**src/rtl/serial_word_loader.sv**
```systemverilog
// Bit-serial to parallel word assembler with optional even parity, driving the
// data and load-enable inputs of a downstream load-enable register.
module serial_word_loader #(
  parameter int N         = 8,
  parameter bit PARITY    = 1'b1,
  parameter bit MSB_FIRST = 1'b1
) (
  input  logic         clock,
  input  logic         R,
  input  logic         start,
  input  logic         sin,
  input  logic         sin_valid,
  output logic [N-1:0] D_out,
  output logic         L_out,
  output logic         busy,
  output logic         parity_err
);

  localparam int CW = $clog2(N);

  typedef enum logic [1:0] {
    S_IDLE,
    S_SHIFT,
    S_PARITY,
    S_LOAD
  } state_t;

  state_t         state_q;
  logic [N-1:0]   shift_q;
  logic [N-1:0]   shift_d;
  logic [CW-1:0]  count_q;
  logic           lastBit;

  assign shift_d = MSB_FIRST ? {shift_q[N-2:0], sin} : {sin, shift_q[N-1:1]};
  assign lastBit = (count_q == CW'(N - 1));

  // start outranks everything: it restarts the frame from any state, and a
  // pulse already on L_out still finishes because L_out is registered.
  always_ff @(posedge clock or posedge R) begin
    if (R) begin
      state_q    <= S_IDLE;
      shift_q    <= '0;
      count_q    <= '0;
      D_out      <= '0;
      L_out      <= 1'b0;
      busy       <= 1'b0;
      parity_err <= 1'b0;
    end else begin
      L_out <= 1'b0;
      if (start) begin
        state_q    <= S_SHIFT;
        shift_q    <= '0;
        count_q    <= '0;
        busy       <= 1'b1;
        parity_err <= 1'b0;
      end else begin
        case (state_q)
          S_SHIFT: begin
            if (sin_valid) begin
              shift_q <= shift_d;
              count_q <= count_q + 1'b1;
              if (lastBit) begin
                count_q <= '0;
                if (PARITY) begin
                  state_q <= S_PARITY;
                end else begin
                  state_q <= S_LOAD;
                  D_out   <= shift_d;
                  L_out   <= 1'b1;
                  busy    <= 1'b0;
                end
              end
            end
          end
          // Even parity: the received bit must equal the XOR of the data bits.
          S_PARITY: begin
            if (sin_valid) begin
              busy <= 1'b0;
              if (sin == ^shift_q) begin
                state_q <= S_LOAD;
                D_out   <= shift_q;
                L_out   <= 1'b1;
              end else begin
                state_q    <= S_IDLE;
                parity_err <= 1'b1;
              end
            end
          end
          S_LOAD:  state_q <= S_IDLE;
          default: state_q <= S_IDLE;
        endcase
      end
    end
  end

endmodule

```
**config.mk**
```make
export PLATFORM = sky130hd
export DESIGN_NAME = serial_word_loader
export DESIGN_NICKNAME = d
export VERILOG_FILES = /design/src/rtl/serial_word_loader.sv
export SDC_FILE = /design/constraint.sdc
export NUM_CORES = 1
export LEC_CHECK = 0
export CAP_MARGIN = 10
export CORE_UTILIZATION = 51
export DETAILED_ROUTE_END_ITERATION = 8
export PLACE_DENSITY = 0.75
export SLEW_MARGIN = 10
export SYNTH_ARGS = -nofsm -noshare
export SYNTH_HDL_FRONTEND = slang
export SYNTH_SLANG_ARGS = --single-unit
```
**constraint.sdc**
```tcl
create_clock -name clock -period 2.4 [get_ports clock]
set_input_delay 0.48 -clock clock [delete_from_list [all_inputs] [get_ports clock]]
set_output_delay 0.48 -clock clock [all_outputs]
set_load 0.01 [all_outputs]
```
Word level (Yosys, flattened, before mapping)
Index checks and enable logic that the tools add are counted.

word-level totals
  bits in registers = 24
  bits of input ports = 5
  output and inout bits = 11

cells by class
  $add $sub $neg = 1
  equal/unequal tests = 8
  multiplexer cells = 24
  bitwise operators = 1
  reduce and logical (&&, ||, !) cells = 9

operator list
  cell                                                  number
  2-to-1 mux 8 bit                                      3
  2-to-1 mux 3 bit                                      4
  2-to-1 mux 1 bit                                      11
  2-to-1 mux 2 bit                                      5
  != test 3 bit (second input constant)                 3
  parity 8 bit                                          1
  AND reduction 3 bit                                   2
  nonzero test 2 bit                                    3
  case mux 2 bit (2 select lines)                       1
  AND reduction 2 bit                                   2
  AND reduction 4 bit                                   1
  adder 3 x 1 -> 3 bit (second input constant)          1
  equality test 3 bit (second input constant)           1
  equality test 2 x 1 -> 1 bit (second input constant)  1
  equality test 2 bit (second input constant)           1
  != test 2 bit (second input constant)                 1
  equality test 1 bit                                   1
  inverter 1 bit                                        1

Depth between registers and ports, before layout
Gate-level depths: netlist of run 1.

  word-level depth = 6
  depth in mapped cells = 6
  gate-level depth less buffers = 6

Worst setup path before layout of run 1
No wires, ideal clock.

  path kind = input port to flip-flop
  from = input sin
  to = register D_out[0]
  library setup time = 125 ps
  arrival = 1714 ps
  data required time = 2275 ps
  setup slack = 561 ps
  stages on the path = 4
  path through = xnor2_1 > xnor3_2 > mux2i_4 > mux2_2

on the way
  word-level cells in the longest chain between the ends = 2

RTL lines
  element                               line  RTL
  start, declared                       11    input logic sin,
  equality test 1 bit                   79    if (sin == ^shift_q) begin
  AND reduction 4 bit (no source line)  --
  end signal, assigned                  68    D_out <= shift_d;
  end signal, assigned                  81    D_out <= shift_q;
  end, declared                         13    output logic [N-1:0] D_out,

No other way between the ends.
A chain may end at the register's enable or synchronous reset.

Final worst setup path of run 1
  from = input sin
  to = register D_out[6]

The elaborated chain is that of the path after synthesis.

==> results of run 1 <==
-- flip-flops by register name (all words and copies together), names as in the netlist --
name	count
busy	1
shift_q	8
state_q	2
D_out	8
parity_err	1
count_q	3
L_out	1
-- power groups by stage --
stage | sequential, mW | clock, mW | combinational [mW]
2_1_floorplan | 0.424 | 0 | 0.0541
3_3_place_gp | 0.425 | 0 | 0.0745
3_5_place_dp | 0.426 | 0 | 0.0769
4_1_cts | 0.418 | 0.218 | 0.0769
5_1_grt | 0.419 | 0.233 | 0.0854
6_report | 0.418 | 0.209 | 0.0758
-- cell families after synthesis --
logic type,count (synthesis),synth area share
AO/OA/AOI/OAI,17,0.0800
XOR/XNOR,6,0.0722
adder cells (fa/ha/maj),4,0.0444
buffers and inverters,9,0.0300
flip-flops,24,0.533
multiplexers,9,0.100
AND/OR/NAND/NOR,35,0.140
-- cells in the mapped netlist (2+ instances only) --
| cell | number | area share |
|---|---|---|
| inv_1 | 6 | 0.020 |
| ha_1 | 4 | 0.044 |
| o21ai_0 | 2 | 0.0089 |
| dfrtp_1 | 24 | 0.53 |
| xor2_1 | 2 | 0.016 |
| a21oi_1 | 13 | 0.058 |
| nand2_1 | 20 | 0.067 |
| nand3b_1 | 3 | 0.020 |
| nor2_1 | 6 | 0.020 |
| mux2_2 | 8 | 0.080 |
| clkbuf_1 | 3 | 0.010 |
| xnor2_1 | 2 | 0.016 |
-- worst paths after layout --
path                            start          to  depth (start not counted)
setup / recovery                  sin    D_out[6]                          6
hold / removal                      R    D_out[5]                          3
setup reg to reg           shift_q[3]    D_out[6]                          5
hold reg to reg                  busy        busy                          2
max in group asynchronous           R  count_q[2]                          3
min in group clock               busy        busy                          2
-- worst register-to-register path: stages (launching register included) --
cell,delay [ns]
dfrtp_1,0.44
xor2_1,0.17
xnor3_2,0.44
mux2i_4,0.24
buf_4,0.16
mux2_2,0.34
-- stage by stage --
stage	utilization	instance area, um^2	worst slack [ns]	cells	hold WS [ns]
6_report	0.675	1370	0.389	151	0.505
5_1_grt	0.675	1370	0.352	151	0.520
4_1_cts	0.675	1370	0.381	151	0.508
3_5_place_dp	0.657	1330	0.0411	147	0.496
3_3_place_gp	0.657	1330	0.0702	147	0.481
2_1_floorplan	-	1130	0.561	104	0.485
-- area by class of cell --
type / instances / area (um^2) / share of cell area
flip-flops and latches: 24 / 601 / 0.440
inverters: 6 / 22.5 / 0.0165
repair buffers: 19 / 180 / 0.132
multi-input cells: 71 / 492 / 0.360
well taps: 27 / 33.8 / 0.0247
clock buffers: 4 / 36.3 / 0.0266
-- routing by layer --
metal	vias to the layer above	track usage	share of wire
met5	-	0	0
met4	0	0.0637	0.0050
met3	2	0.0467	0.029
met2	18	0.343	0.52
met1	375	0.223	0.44
li1	387	-	-
==> results_tabular.tex, run 1 <==
\begin{tabular}{lr}
\hline
Metric & Value \\
\hline
\multicolumn{2}{l}{\textbf{Route}} \\
\quad Detail-routed via count per cell & 5.18 \\
\quad Overall via count from detail\_route & slightly below 800 \\
\quad Detailed-route DRC error count & 0 \\
\quad ANT nets after route & 0 \\
\quad Routed wire length & between 1.5 and 2 mm \\
\quad Wirelength per Cell & 13.2 um \\
\quad Pre-antenna DRT Iters & 4 \\
\quad Detailed router's first-iteration violation count & 13 \\
\multicolumn{2}{l}{\textbf{Power and ir drop}} \\
\quad Sequential share of power & 0.595 \\
\quad Fraction of power spent switching nets & 0.240 \\
\quad Worst IR drop on VDD & 0.390 mV \\
\quad Combinational share of power & 0.108 \\
\quad Power density relative to cell area & 515 nW/um\^{}2 \\
\quad Internal cell power & 534 uW \\
\quad Net switching component of the power & about 170 uW \\
\quad Clk pwr share & 0.297 \\
\quad Design Power & about 700 uW \\
\quad Leakage dissipation & 0.649 nW \\
\multicolumn{2}{l}{\textbf{Floorplan}} \\
\quad Starting utilization of the core area & 0.557 \\
\quad Die Height & slightly below 50 um \\
\quad Die X & about 49 um \\
\quad Die Footprint & approximately 2400 um\^{}2 \\
\quad Std-Cell Rows & 16 \\
\quad Number of ports placed on the die boundary & 16 \\
\quad Placeable core area & around 2000 um\^{}2 \\
\multicolumn{2}{l}{\textbf{Global route}} \\
\quad Maximum number of pins on one net before global-route repair & 25 \\
\quad Aggregate global-route resource usage & 0.192 \\
\quad Antenna violations before repair & 0 \\
\quad GRT Residual Overflow & 0 \\
\quad Via count of the first global-routing pass & 798 \\
\quad First-pass GRT wire length & 3.47 mm \\
\multicolumn{2}{l}{\textbf{Final layout}} \\
\quad Commonest cells after routing, fill and taps aside & dfrtp\_1 (24), nand2\_1 (20), clkdlybuf4s50\_1 (15) \\
\quad Antenna fix cells & 0 \\
\quad Filler Cells Inserted & 153 \\
\quad Most common cell after layout, fill and taps aside & dfrtp\_1 \\
\quad NumNets Final & 134 \\
\quad Syn-to-layout area delta & 21.2\% \\
\quad Fraction of layout instances using a drive strength above 1 & 0.145 \\
\multicolumn{2}{l}{\textbf{Clocking}} \\
\quad Clock transition at the register clock pins on the worst setup and hold paths after CTS & around 0.13 ns \\
\quad H-tree depth & 1 \\
\quad Number of buffers inserted for hold repair after clock tree synthesis & 0 \\
\quad Maximum number of buffers from clock root to sink & 2 \\
\quad Clock tree root buffer cell & clkbuf\_4 \\
\quad TritonCTS clock tree & done \\
\quad CTS resizes & 0 \\
\quad CTS Buf Count & 3 \\
\quad Clock latency at the later pin of the worst-skew pair & around 0.3 ns \\
\quad Clock net sink count & 24 \\
\quad Postcts setup bufs & 0 \\
\multicolumn{2}{l}{\textbf{STA}} \\
\quad Number of failing hold endpoints at the final stage & 0 \\
\quad Fin Clk Skew & 0.00150 ns \\
\quad RSZ-0062 raised after global routing & no \\
\quad Final setup violation count & 0 \\
\quad Worst relative slew slack & 0.735 \\
\quad Final critical path time including I/O delays and setup & approximately 2.0 ns \\
\quad Total Negative Setup Slacks & 0 ns \\
\quad Top achievable clock speed & a little under 500 MHz \\
\quad Final Max Slew Viols & 0 \\
\quad Worst Tran Pin Value & 0.397 ns \\
\quad Part of the cycle the worst path needs & 0.838 \\
\multicolumn{2}{l}{\textbf{Job}} \\
\quad Max Cap Violations & 0 \\
\multicolumn{2}{l}{\textbf{Critical path}} \\
\quad Worst Setup Path Type & in -> reg \\
\quad Cell with the largest stage delay on the worst path & clkdlybuf4s50\_1 \\
\quad Worst path cell trace & clkdlybuf4s50\_1 > xnor2\_1 > xnor3\_2 > mux2i\_4 > buf\_4 > mux2\_2 \\
\quad Setup crit end kind & flop \\
\quad Maximum single-stage delay on the critical path & $\sim$0.43 ns \\
\quad WP buf/inv & 2 \\
\quad Critical path startpoint category & primary input \\
\quad Worst EP required & roughly 2.6 ns \\
\quad Cell family with the largest share of critical-path delay & XOR/XNOR gates \\
\quad Critical path arrival & between 2 and 2.5 ns \\
\quad Max FO, Critical Path & 4 \\
\quad Setup slack of the most critical reg-to-reg path & roughly 0.52 ns \\
\multicolumn{2}{l}{\textbf{Yosys}} \\
\quad Number of synthesized flops with an enable pin & 0 \\
\quad Async SR Flop Fraction & 1.00 \\
\quad FF+latch count, synth & 24 \\
\quad Net count after synthesis & approximately 110 \\
\quad Post-synth design cell area & between 1000 and 1500 um\^{}2 \\
\quad Average size of a mapped cell & $\sim$11 um\^{}2 \\
\quad Warnings from Yosys & 0 \\
\quad Dominant synthesized flop cell & dfrtp\_1 \\
\quad Register area share after synthesis & 0.533 \\
\quad Unique masters post-synth & 23 \\
\quad Synthesized instance count & between 100 and 150 \\
\multicolumn{2}{l}{\textbf{Placement}} \\
\quad Buffers on Ports & 15 \\
\quad Final HPWL from detailed placement & roughly 1.5 mm \\
\quad Global placer's final weighted congestion & between 0.7 and 0.8 \\
\multicolumn{2}{l}{\textbf{Hold path}} \\
\quad Hold/Removal Path Class & in -> async \\
\multicolumn{2}{l}{\textbf{Outcome}} \\
\quad Status & finished clean \\
\hline
\end{tabular}
Power figures use the tool's default switching activity.
==> run 2: changes to the inputs <==
==> constraint.sdc (replaced) <==
create_clock -name clock -period 1.85 [get_ports clock]
set_input_delay 0.37 -clock clock [delete_from_list [all_inputs] [get_ports clock]]
set_output_delay 0.37 -clock clock [all_outputs]
set_load 0.01 [all_outputs]
==> results_tabular.tex, run 2 (synthesis results as in run 1) <==
\begin{tabular}{lr}
\hline
Metric & Value \\
\hline
\multicolumn{2}{l}{\textbf{Clocking}} \\
\quad Clock transition at the register clock pins on the worst setup and hold paths after CTS & 0.13 ns (about the same) \\
\quad Number of buffers inserted for hold repair after clock tree synthesis & 0 (unchanged) \\
\quad TritonCTS clock tree & done (unchanged) \\
\quad Clock latency at the later pin of the worst-skew pair & 0.31 ns (was 0.30 ns) \\
\quad Clock net sink count & 24 (unchanged) \\
\quad H-tree depth & 1 (unchanged) \\
\quad Clock tree root buffer cell & clkbuf\_4 (unchanged) \\
\quad Maximum number of buffers from clock root to sink & 2 (unchanged) \\
\quad CTS Buf Count & 3 (unchanged) \\
\multicolumn{2}{l}{\textbf{Final layout}} \\
\quad Filler Cells Inserted & 148 (was 153) \\
\quad Commonest cells after routing, fill and taps aside & dfrtp\_1 (23), nand2\_1 (20), clkdlybuf4s50\_1 (14) (was dfrtp\_1 (24), nand2\_1 (20), clkdlybuf4s50\_1 (15)) \\
\quad Most common cell after layout, fill and taps aside & dfrtp\_1 (unchanged) \\
\quad Final non-filler cell total & 160 (was 151) \\
\quad Syn-to-layout area delta & 30.0\% (was 21.2\%) \\
\quad Fraction of layout instances using a drive strength above 1 & 0.218 (was 0.145) \\
\quad Antenna fix cells & 0 (unchanged) \\
\quad NumNets Final & 144 (was 134) \\
\quad Regs by FF count & D\_out x8, shift\_q x8, count\_q x3 (unchanged) \\
\multicolumn{2}{l}{\textbf{STA}} \\
\quad Final Max Slew Viols & 0 (unchanged) \\
\quad RSZ-0062 raised after global routing & yes (was no) \\
\quad Part of the cycle the worst path needs & 1.01 \\
\quad Number of failing hold endpoints at the final stage & 0 (unchanged) \\
\quad Worst relative slew slack & 0.801 (was 0.735) \\
\quad Worst Tran Pin Value & 0.298 ns (was 0.397 ns) \\
\quad Final WS setup & -0.0119 ns (was 0.389 ns) \\
\quad Final setup violation count & 2 (was 0) \\
\quad Top achievable clock speed & 537 MHz \\
\quad Fin Clk Skew & 0.00815 ns (was 0.00150 ns) \\
\quad Total Negative Setup Slacks & -0.0144 ns (was 0 ns) \\
\quad Final critical path time including I/O delays and setup & $\sim$1.9 ns \\
\multicolumn{2}{l}{\textbf{Outcome}} \\
\quad Status & finished, violations left (was finished clean) \\
\quad Failing checks & negative setup slack \\
\multicolumn{2}{l}{\textbf{Global route}} \\
\quad Aggregate global-route resource usage & 0.203 (was 0.192) \\
\quad Antenna violations before repair & 0 (unchanged) \\
\quad GRT Residual Overflow & 0 (unchanged) \\
\quad Maximum number of pins on one net before global-route repair & 25 (unchanged) \\
\quad First-pass GRT wire length & 3.68 mm (was 3.47 mm) \\
\quad Via count of the first global-routing pass & 866 (was 798) \\
\multicolumn{2}{l}{\textbf{Critical path}} \\
\quad Maximum single-stage delay on the critical path & 0.48 ns (was 0.43 ns) \\
\quad Worst path cell trace & xnor2\_1 > xnor3\_2 > mux2i\_4 > buf\_6 > mux2\_2 (was clkdlybuf4s50\_1 > xnor2\_1 > xnor3\_2 > mux2i\_4 > buf\_4 > mux2\_2) \\
\quad WP buf/inv & 1 (was 2) \\
\quad Critical path arrival & 2.06 ns (was 2.21 ns) \\
\quad Setup crit end kind & flop (unchanged) \\
\quad Max FO, Critical Path & 4 (unchanged) \\
\quad Worst EP required & 2.05 ns (was 2.60 ns) \\
\quad Cell with the largest stage delay on the worst path & xnor3\_2 (was clkdlybuf4s50\_1) \\
\quad Critical path startpoint category & flop (was primary input) \\
\quad Cell family with the largest share of critical-path delay & XOR/XNOR gates (unchanged) \\
\quad Worst Setup Path Type & reg -> reg (was in -> reg) \\
\multicolumn{2}{l}{\textbf{Power and ir drop}} \\
\quad Power density relative to cell area & 608 nW/um\^{}2 (was 515 nW/um\^{}2) \\
\quad Leakage dissipation & 0.725 nW (was 0.649 nW) \\
\quad Design Power & 890 uW (was 702 uW) \\
\quad Worst IR drop on VDD & 0.467 mV (was 0.390 mV) \\
\multicolumn{2}{l}{\textbf{Route}} \\
\quad Detailed-route DRC error count & 0 (unchanged) \\
\quad Detail-routed via count per cell & 5.36 (was 5.18) \\
\quad Routed wire length & 2.40 mm (was 1.99 mm) \\
\quad Wirelength per Cell & 15.0 um (was 13.2 um) \\
\quad Detailed router's first-iteration violation count & 20 (was 13) \\
\quad ANT nets after route & 0 (unchanged) \\
\quad Pre-antenna DRT Iters & 5 (was 4) \\
\quad Overall via count from detail\_route & 857 (was 782) \\
\multicolumn{2}{l}{\textbf{Placement}} \\
\quad Buffers on Ports & 15 (unchanged) \\
\quad Post-placement cell count & 156 (was 147) \\
\quad Final HPWL from detailed placement & 1.63 mm (was 1.48 mm) \\
\quad Global placer's final weighted congestion & 0.756 (was 0.791) \\
\multicolumn{2}{l}{\textbf{Floorplan}} \\
\quad Starting utilization of the core area & 0.557 (unchanged) \\
\quad Placeable core area & 2020 um\^{}2 (unchanged) \\
\quad Number of ports placed on the die boundary & 16 (unchanged) \\
\quad Std-Cell Rows & 16 (unchanged) \\
\quad Die Height & 49.0 um (unchanged) \\
\quad Die Footprint & 2400 um\^{}2 (unchanged) \\
\quad Die X & 49.0 um (unchanged) \\
\multicolumn{2}{l}{\textbf{Job}} \\
\quad Max Cap Violations & 0 (unchanged) \\
\multicolumn{2}{l}{\textbf{Hold path}} \\
\quad Hold/Removal Path Class & in -> reg (was in -> async) \\
\hline
\end{tabular}
## run 2: worst reg2reg max path: stages (launching register included)
cell	delay (ns)
dfrtp_1	0.43
xnor2_1	0.15
xnor3_2	0.48
mux2i_4	0.21
buf_6	0.15
mux2_2	0.33
## run 2: area by class of cell
type | count | area, um^2 | area share
Clock buffer | 3 | 22.5 | 0.0154
Inverter | 6 | 22.5 | 0.0154
Multi-Input combinational cell | 71 | 518 | 0.354
Sequential cell | 24 | 602 | 0.411
Tap cell | 27 | 33.8 | 0.0231
Timing Repair Buffer | 29 | 265 | 0.181
## run 2: per-stage QoR
stage | area [um^2] | setup slack, ns | hold slack, ns | util
after floorplan | 1130 | 0.0356 | 0.385 | -
after global placement | 1400 | -0.353 | 0.482 | 0.691
after detailed placement | 1400 | -0.382 | 0.497 | 0.691
after CTS | 1430 | 0.000965 | 0.396 | 0.705
after global routing | 1460 | -0.0359 | 0.383 | 0.724
final | 1460 | -0.0119 | 0.377 | 0.724
## run 2: power breakdown
part	switching, mW	internal, mW
logic	0.0671	0.0526
clock network	0.152	0.0760
registers	0.00778	0.534
total	0.227	0.662
## run 2: repair_timing
item / 4_1_cts / 5_1_grt
setup endpoints to repair: 8 / 8
pin swaps: 1 / 1
buffers inserted: 0 / 1
resized for setup: 1 / 9
## run 2: layer usage
| metal | track usage | vias up | routed length (um) |
|---|---|---|---|
| met5 | 0 | - | 0 |
| met2 | 0.368 | 24 | 1280 |
| met3 | 0.0218 | 4 | 84 |
| met4 | 0.0980 | 0 | 28 |
| met1 | 0.238 | 426 | 1000 |
| li1 | - | 403 | - |
## run 2: worst paths after layout
path | from | endpoint | slack [ns] | cells after the start
worst max-delay path | shift_q[0] | D_out[4] | -0.01 | 5
worst min-delay path | sin | shift_q[0] | 0.38 | 3
max in group asynchronous | R | shift_q[6] | 1.20 | 3
min in group asynchronous | R | D_out[3] | 0.40 | 3
worst max register to register | shift_q[0] | D_out[4] | -0.01 | 5
worst min register to register | busy | busy | 0.52 | 2
==> run 3: changes to the inputs <==
--- a/config.mk
+++ b/config.mk
@@ -6,9 +6,10 @@
 export NUM_CORES = 1
 export LEC_CHECK = 0
 export CAP_MARGIN = 10
-export CORE_UTILIZATION = 51
+export CORE_UTILIZATION = 52
 export DETAILED_ROUTE_END_ITERATION = 8
-export PLACE_DENSITY = 0.75
+export PLACE_DENSITY = 0.77
+export SKIP_LAST_GASP = 1
 export SLEW_MARGIN = 10
 export SYNTH_ARGS = -nofsm -noshare
 export SYNTH_HDL_FRONTEND = slang
==> results_tabular.tex, run 3 (synthesis results as in run 1) <==
\begin{tabular}{lr}
\hline
Metric & Value \\
\hline
\multicolumn{2}{l}{\textbf{Clocking}} \\
\quad H-tree depth & 1 (unchanged) \\
\quad Maximum number of buffers from clock root to sink & 2 (unchanged) \\
\quad Clock latency at the later pin of the worst-skew pair & 0.32 ns (was 0.31 ns) \\
\quad Number of buffers inserted for hold repair after clock tree synthesis & 0 (unchanged) \\
\quad TritonCTS clock tree & done (unchanged) \\
\quad Clock transition at the register clock pins on the worst setup and hold paths after CTS & 0.13 ns (about the same) \\
\quad Clock net sink count & 24 (unchanged) \\
\quad Clock tree root buffer cell & clkbuf\_4 (unchanged) \\
\quad CTS Buf Count & 3 (unchanged) \\
\multicolumn{2}{l}{\textbf{Final layout}} \\
\quad Antenna fix cells & 0 (unchanged) \\
\quad Area taken by flip-flops and latches & 602 um\^{}2 (unchanged) \\
\quad Fraction of layout instances using a drive strength above 1 & 0.224 (was 0.218) \\
\quad Filler Cells Inserted & 135 (was 148) \\
\quad Utilization after layout & 0.752 (was 0.724) \\
\quad NumNets Final & 144 (unchanged) \\
\quad Area taken by multi-input logic gates & 529 um\^{}2 (was 518 um\^{}2) \\
\quad Commonest cells after routing, fill and taps aside & dfrtp\_1 (23), nand2\_1 (20), clkdlybuf4s50\_1 (14) (unchanged) \\
\quad Regs by FF count & D\_out x8, shift\_q x8, count\_q x3 (unchanged) \\
\quad Most common cell after layout, fill and taps aside & dfrtp\_1 (unchanged) \\
\quad Syn-to-layout area delta & 33.7\% (was 30.0\%) \\
\multicolumn{2}{l}{\textbf{Critical path}} \\
\quad Max FO, Critical Path & 5 (was 4) \\
\quad Worst Setup Path Type & reg -> reg (unchanged) \\
\quad Critical path origin & shift\_q[0] (unchanged) \\
\quad Critical path arrival & 2.05 ns (was 2.06 ns) \\
\quad Worst EP required & 2.06 ns (was 2.05 ns) \\
\quad Reg-to-reg startpoint & shift\_q[0] (unchanged) \\
\quad Setup slack of the most critical reg-to-reg path & 0.01 ns (was -0.01 ns) \\
\quad Number of cells on the worst reg-to-reg path & 5 (unchanged) \\
\quad Endpoint of the worst-slack reg-to-reg timing path & D\_out[2] (was D\_out[4]) \\
\quad Critical path startpoint category & flop (unchanged) \\
\quad Setup crit end kind & flop (unchanged) \\
\multicolumn{2}{l}{\textbf{Global route}} \\
\quad GRT Residual Overflow & 0 (unchanged) \\
\quad Antenna violations before repair & 0 (unchanged) \\
\quad Via count of the first global-routing pass & 889 (was 866) \\
\quad Maximum number of pins on one net before global-route repair & 25 (unchanged) \\
\quad Aggregate global-route resource usage & 0.215 (was 0.203) \\
\quad First-pass GRT wire length & 3.86 mm (was 3.68 mm) \\
\multicolumn{2}{l}{\textbf{STA}} \\
\quad Worst relative slew slack & 0.799 (was 0.801) \\
\quad Final critical path time including I/O delays and setup & 1.84 ns (was 1.86 ns) \\
\quad Final Max Slew Viols & 0 (unchanged) \\
\quad Final WS setup & 0.00959 ns (was -0.0119 ns) \\
\quad Final setup violation count & 0 (was 2) \\
\quad Part of the cycle the worst path needs & 0.995 (was 1.01) \\
\quad RSZ-0062 raised after global routing & yes (unchanged) \\
\quad Fin Clk Skew & 0.00636 ns (was 0.00815 ns) \\
\quad Number of failing hold endpoints at the final stage & 0 (unchanged) \\
\quad Worst Tran Pin Value & 0.301 ns (was 0.298 ns) \\
\quad Top achievable clock speed & 543 MHz (was 537 MHz) \\
\quad Total Negative Setup Slacks & 0 ns (was -0.0144 ns) \\
\multicolumn{2}{l}{\textbf{Route}} \\
\quad ANT nets after route & 0 (unchanged) \\
\quad Detail-routed via count per cell & 5.27 (was 5.36) \\
\quad Pre-antenna DRT Iters & 4 (was 5) \\
\quad Routed wire length & 2.25 mm (was 2.40 mm) \\
\quad Overall via count from detail\_route & 848 (was 857) \\
\quad Wirelength per Cell & 14.0 um (was 15.0 um) \\
\quad Wire length on met2 & 1.14 mm (was 1.28 mm) \\
\quad Detailed router's first-iteration violation count & 11 (was 20) \\
\quad Routed length on met3 & 66 um (was 84 um) \\
\quad DR top layer & met4 (unchanged) \\
\quad Detailed-route DRC error count & 0 (unchanged) \\
\quad Met1 WL & 998 um (was 1.00 mm) \\
\multicolumn{2}{l}{\textbf{Power and ir drop}} \\
\quad Fraction of power spent switching nets & 0.223 (was 0.256) \\
\quad Net switching component of the power & 231 uW (was 227 uW) \\
\quad Power density relative to cell area & 689 nW/um\^{}2 (was 608 nW/um\^{}2) \\
\quad Sequential share of power & 0.522 (was 0.609) \\
\quad Internal cell power & 806 uW (was 662 uW) \\
\quad Leakage dissipation & 0.750 nW (was 0.725 nW) \\
\quad Clk pwr share & 0.364 (was 0.257) \\
\quad Combinational share of power & 0.114 (was 0.135) \\
\quad Worst IR drop on VDD & 0.468 mV (was 0.467 mV) \\
\multicolumn{2}{l}{\textbf{Job}} \\
\quad Max Cap Violations & 0 (unchanged) \\
\multicolumn{2}{l}{\textbf{Hold path}} \\
\quad Depth of the worst hold-timing path & 3 (unchanged) \\
\quad Hold/Removal Path Class & in -> reg (unchanged) \\
\quad Worst Hold Endpoint & shift\_q[0] (unchanged) \\
\quad Start point of the worst hold path & sin (unchanged) \\
\multicolumn{2}{l}{\textbf{Placement}} \\
\quad Buffers on Ports & 15 (unchanged) \\
\quad Final HPWL from detailed placement & 1.60 mm (was 1.63 mm) \\
\quad Global placer's final weighted congestion & 0.720 (was 0.756) \\
\quad Post-place setup slack & -0.377 ns (was -0.382 ns) \\
\multicolumn{2}{l}{\textbf{Floorplan}} \\
\quad Number of ports placed on the die boundary & 16 (unchanged) \\
\quad Die Footprint & 2360 um\^{}2 (was 2400 um\^{}2) \\
\quad Die Height & 48.5 um (was 49.0 um) \\
\quad Starting utilization of the core area & 0.562 (was 0.557) \\
\quad Std-Cell Rows & 16 (unchanged) \\
\quad Die X & 48.5 um (was 49.0 um) \\
\quad Placeable core area & 2000 um\^{}2 (was 2020 um\^{}2) \\
\multicolumn{2}{l}{\textbf{Outcome}} \\
\quad Status & finished clean (was finished, violations left) \\
\hline
\end{tabular}
==> run 3: through the flow <==
stage	hold slack, ns	instances	total power [mW]	instance area (um^2)
2_1_floorplan	0.385	104	0.620	1130
3_3_place_gp	0.479	155	0.661	1390
3_5_place_dp	0.487	155	0.667	1390
4_1_cts	0.392	159	1.04	1450
5_1_grt	0.327	161	1.08	1510
6_report	0.337	161	1.04	1510
==> run 3: layer usage <==
| metal | GRT usage | vias to the layer above |
|---|---|---|
| met5 | 0 | - |
| met4 | 0.0980 | 0 |
| met3 | 0.0314 | 4 |
| met2 | 0.390 | 21 |
| met1 | 0.248 | 412 |
| li1 | - | 411 |
==> run 3: how the worst max path moves through the flow <==
stage,to,slack [ns],depth (start not counted)
finish,D_out[2],0.01,5
CTS,D_out[7],0.002,5
global placement,D_out[5],-0.34,6
global route,D_out[2],-0.04,5
detailed placement,D_out[7],-0.38,6
floorplan,D_out[0],0.04,4
==> run 3: repair_timing <==
item / in CTS / in global routing
setup endpoints to repair: 8 / 8
resized for setup: 1 / 12
pin swaps: 1 / 3
setup buffers: 0 / 2
gates cloned: 0 / 0
==> run 3: cell type report <==
class | instances | area share
multi-input combinational | 71 | 0.352
clock buffer | 3 | 0.0150
tap | 27 | 0.0224
inverter | 6 | 0.0150
sequential | 24 | 0.400
timing repair buffer | 29 | 0.176
clock inverter | 1 | 0.0200
==> run 3: power by group through the flow <==
stage	Combinational (mW)	Sequential [mW]	Clock (mW)
after floorplan	0.0702	0.550	0
after global placement	0.111	0.550	0
after detailed placement	0.116	0.551	0
after CTS	0.114	0.541	0.386
after global routing	0.130	0.542	0.410
final	0.118	0.541	0.378
==> run 3: worst max-delay path, cell delays in order, from the launching register on <==
cell     delay (ns)
dfrtp_1        0.41
xnor2_1        0.17
xnor3_2        0.48
mux2i_4        0.21
buf_6          0.16
mux2_4         0.30
==> patch 1 (config.mk and constraints of run 3) <==
The parameter `PARITY` goes from 1'b1 to 1'b0.
--- a/src/rtl/serial_word_loader.sv
+++ b/src/rtl/serial_word_loader.sv
@@ -2,7 +2,7 @@
 // data and load-enable inputs of a downstream load-enable register.
 module serial_word_loader #(
   parameter int N         = 8,
-  parameter bit PARITY    = 1'b1,
+  parameter bit PARITY    = 1'b0,
   parameter bit MSB_FIRST = 1'b1
 ) (
   input  logic         clock,
Check against the original RTL: not equivalent (a bounded check fails within 10 cycles, from zero or initial values).
==> patch 1 against run 3 <==
The run now ends with negative setup slack left. Sequential share of layout area down 5.5 points. Routed wire length up 34%. Setup slack worse by 0.13 ns. Cell area up 16%. Sequential cell count unchanged. Synthesized area up 12%. Via count up 20%.
Power is not compared: it rests on default switching activity, and its combinational part moved more than twofold at a synthesized area within 25%.
==> patch 1: results (changes against run 3) <==
INFO  sta            setup-violations-final=8 [+8]
INFO  synth          synth-compound-area-share=9.15% [+1.2 points]
INFO  synth          post_synth_xor_area_fraction=6.87% [-0.36 points]
INFO  run_status     status=finished with violations
INFO  synth          netlist_top_cells_count=sky130_fd_sc_hd__nand2_1 (26), sky130_fd_sc_hd__dfrtp_1 (24), sky130_fd_sc_hd__mux2_2 (16)
INFO  critical_path  r2r_start=shift_q[7]
INFO  placement      place_hpwl=1.86mm [+16%]
INFO  synth          synth.top_cells.by_area=sky130_fd_sc_hd__dfrtp_1 (48%), sky130_fd_sc_hd__mux2_2 (14%), sky130_fd_sc_hd__nand2_1 (7.8%), sky130_fd_sc_hd__a21oi_1 (5.6%), sky130_fd_sc_hd__ha_1 (4.0%)
INFO  sta            timing.clock.skew=0.0118ns [+0.00544 ns]
INFO  grt            grt_usage=26.8% [+5.3 points]
INFO  routing        via_per_inst=5.39 [+2.4%]
INFO  critical_path  arrival=2.20ns [+0.15 ns]
INFO  synth          ys_seq_area_share=47.8% [-5.6 points]
INFO  synth          post_synth_mux_area_share=16.9% [+6.9 points]
INFO  layout         final_nets=171 [+19%]
INFO  sta            setup_slack=-0.118ns [-0.127 ns]
INFO  run_status     failed_checks=negative setup slack
INFO  placement      pre_cts_slack=-0.408ns [-0.0312 ns]
INFO  sta            maxSlewHeadroom=79.1% [-0.78 points]
INFO  critical_path  worstRegToRegCells=6 [+1]
INFO  synth          synth_fp_nets=129 [+14%]
INFO  layout         share_of_post_route_cells_with_drive_strength_above_1=34.2% [+12 points]
INFO  placement      gp_congestion=0.883 [+23%]
INFO  critical_path  worst_r2r_endpoint=D_out[4]
INFO  synth          post_synth_fa_ha_maj_area_fraction=3.98% [-0.46 points]
INFO  grt            number_of_global_route_vias_before_repair=1034 [+16%]
INFO  critical_path  critical-path-max-stage-delay=0.49ns
INFO  synth          synth.distinct_cells=22 [-4.3%]
## patch 1: cell types whose count changed after synthesis, sizes merged, moves of 2 or more
cell           run 3  this run
mux2               8        16
nand2             20        26
nand3b             3         0
o21ai              2         4
nor3               1         3
## patch 1: metal layers
layer	GRT usage, %	vias up	routed length [um]
li1	-	492	-
met1	34.4	499	1380
met2	42.1	22	1450
met3	4.17	6	84
met4	16.7	0	87
met5	0	-	0
## patch 1: where the power goes
group	internal, mW	switching (mW)	total [mW]
combinational	0.358	0.333	0.692
sequential	0.585	0.0404	0.625
clock	0.220	0.176	0.395
## patch 1: metrics by stage
stage	hold slack (ns)	area, um2	cells	power, mW	setup TNS, ns
after floorplan	0.385	1260	120	0.989	-0.213
after global placement	0.486	1580	179	1.20	-3.58
after detailed placement	0.493	1580	179	1.22	-3.77
after CTS	0.361	1710	188	1.68	-0.655
after global routing	0.449	1740	189	1.78	-1.23
final	0.349	1740	189	1.71	-0.845
## patch 1: repair_timing
action,4_1_cts,5_1_grt
endpoints found under the hold margin,0,0
setup buffers,5,1
endpoints found under the setup margin,8,11
resized for setup,10,4
pin swaps,4,0
## patch 1: final cells by class
| cell class | instances | area [um2] |
|---|---|---|
| multi-input combinational | 85 | 668 |
| sequential | 24 | 601 |
| fill | 162 | 515 |
| timing repair buffer | 41 | 357 |
| tap | 28 | 35.0 |
| clock inverter | 1 | 30.0 |
| inverter | 7 | 26.3 |
| clock buffer | 3 | 22.5 |
## patch 1: worst min-delay path: cells and delay by family
family                 cells  cell delay [ns]
buffers and inverters      3             0.73
==> patch 2 (config.mk and constraints of run 3) <==
Without the edit above. The 4 states of `state_t` get a one-hot encoding in 4 bits.
--- a/src/rtl/serial_word_loader.sv
+++ b/src/rtl/serial_word_loader.sv
@@ -18,11 +18,11 @@
 
   localparam int CW = $clog2(N);
 
-  typedef enum logic [1:0] {
-    S_IDLE,
-    S_SHIFT,
-    S_PARITY,
-    S_LOAD
+  typedef enum logic [3:0] {
+    S_IDLE   = 4'b0001,
+    S_SHIFT  = 4'b0010,
+    S_PARITY = 4'b0100,
+    S_LOAD   = 4'b1000
   } state_t;
 
   state_t         state_q;
Function: no difference found for any inputs over 10 cycles, from zero or initial values; not proved beyond that.
==> patch 2 against run 3 <==
The run now ends with negative setup slack left. Combinational power increased by 19%. Worst hold slack improved by 0.043 ns. Setup slack got worse by 0.27 ns. Synthesized area increased by 4.9%. First-iteration DRC count decreased by 36%. Total power increased by 7.0%. Sequential power increased by 8.7%. Cell area increased by 10%. Die area increased by 4.7%. Sequential cell count increased by 2. Count of clock-buffer cells in the layout unchanged. Via count increased by 5.2%. Cell count decreased by 2.5%. Routed wire length increased by 13%. Critical endpoint is now D_out[5]. Largest cell class unchanged. Highest routed layer unchanged.
==> patch 2: results (changes against run 3) <==
INFO  placement      placement.cell_area=1530um2 [+9.9%]
INFO  routing        dr.first_iter.drc_count=7 [-4]
INFO  synth          synth.distinct_cells=32 [+39%]
INFO  sta            setup_slack=-0.264ns [-0.274 ns]
INFO  grt            number_of_global_route_vias_before_repair=859 [-3.4%]
INFO  synth          post_synth_inst_count=86 [-17%]
INFO  sta            tightest_slew=0.518ns [+0.217 ns]
INFO  critical_path  r2r_start=shift_q[4]
INFO  run_status     status=finished with violations
INFO  routing        wire_length_per_cell_after_detailed_routing=16.2um [+16%]
INFO  run_status     failed_checks=negative setup slack
INFO  layout         multi_input_area_share=32.6% [-2.6 points]
INFO  layout         share_of_post_route_cells_with_drive_strength_above_1=39.2% [+17 points]
INFO  synth          post_synthesis_register_bit_count=26 [+8.3%]
INFO  grt            grt_util_met1=32.1% [+7.2 points]
INFO  synth          netlist_top_cells_count=sky130_fd_sc_hd__dfrtp_1 (25), sky130_fd_sc_hd__a22o_1 (9), sky130_fd_sc_hd__mux2_2 (8)
INFO  hold_path      holdCritPathClass=input pin to asynchronous set/reset pin
INFO  synth          synth_fp_nets=93 [-18%]
INFO  layout         non_clock_inverter_count=2 [-4]
INFO  sta            setup-violations-final=8 [+8]
INFO  layout         reg_top3=D_out (8), shift_q (8), state_q (4)
INFO  clocking       cts.repair.resized=6 [+5]
INFO  layout         post_layout_nonfiller_instances=157 [-2.5%]
INFO  sta            setup_tns=-2.01ns [-2.01 ns]
INFO  layout         area.growth.synth_to_final=40.7%
INFO  critical_path  critical-path-max-stage-delay=0.50ns [+0.02 ns]
INFO  power_and_ir_drop comb_cell_power=140uW [+19%]
[patch 2: cell count changes after synthesis, moves of 2 or more]
cell,before,now
sky130_fd_sc_hd__nor4b_1,0,2
sky130_fd_sc_hd__a22o_1,1,9
sky130_fd_sc_hd__nand3b_1,3,0
sky130_fd_sc_hd__a21oi_1,13,0
sky130_fd_sc_hd__nor2_1,6,4
sky130_fd_sc_hd__nand2_1,20,3
sky130_fd_sc_hd__nor4_1,0,2
sky130_fd_sc_hd__mux2i_1,0,2
sky130_fd_sc_hd__ha_1,4,2
sky130_fd_sc_hd__inv_1,6,2
[patch 2: path summary, 6_finish.rpt]
path	endpoint	slack, ns	cells past startpoint
worst max-delay path	D_out[5]	-0.26	5
worst min-delay path	busy	0.38	3
worst max register to register	D_out[5]	-0.26	5
worst min register to register	parity_err	0.51	1
max in group asynchronous	state_q[0]	1.18	3
min in group clock	parity_err	0.51	1
[patch 2: per-layer routing]
| metal | share of wire [%] | routed length [um] |
|---|---|---|
| met2 | 48 | 1230 |
| met1 | 46 | 1180 |
| met4 | 1.1 | 27 |
| met5 | 0 | 0 |
| met3 | 4.1 | 104 |
[patch 2: worst reg2reg max path: stages (launching register included)]
cell                      delay (ns)
sky130_fd_sc_hd__dfrtp_1        0.38
sky130_fd_sc_hd__xor3_4         0.50
sky130_fd_sc_hd__or4_4          0.45
sky130_fd_sc_hd__mux2i_4        0.20
sky130_fd_sc_hd__buf_6          0.14
sky130_fd_sc_hd__mux2_2         0.33
[patch 2: cell families (layout without fill, tap and decap cells)]
kind of cell	count (synthesis)	count (layout)	share of synthesized area (%)
AOI/OAI and AO/OA	17	17	12.5
muxes	11	11	11.2
and+or+nand+nor	19	19	10.2
adders and majority gates	2	2	2.12
buffers and inverters	5	49	1.59
xor gates and xnor gates	6	6	7.20
DFF	26	26	55.2
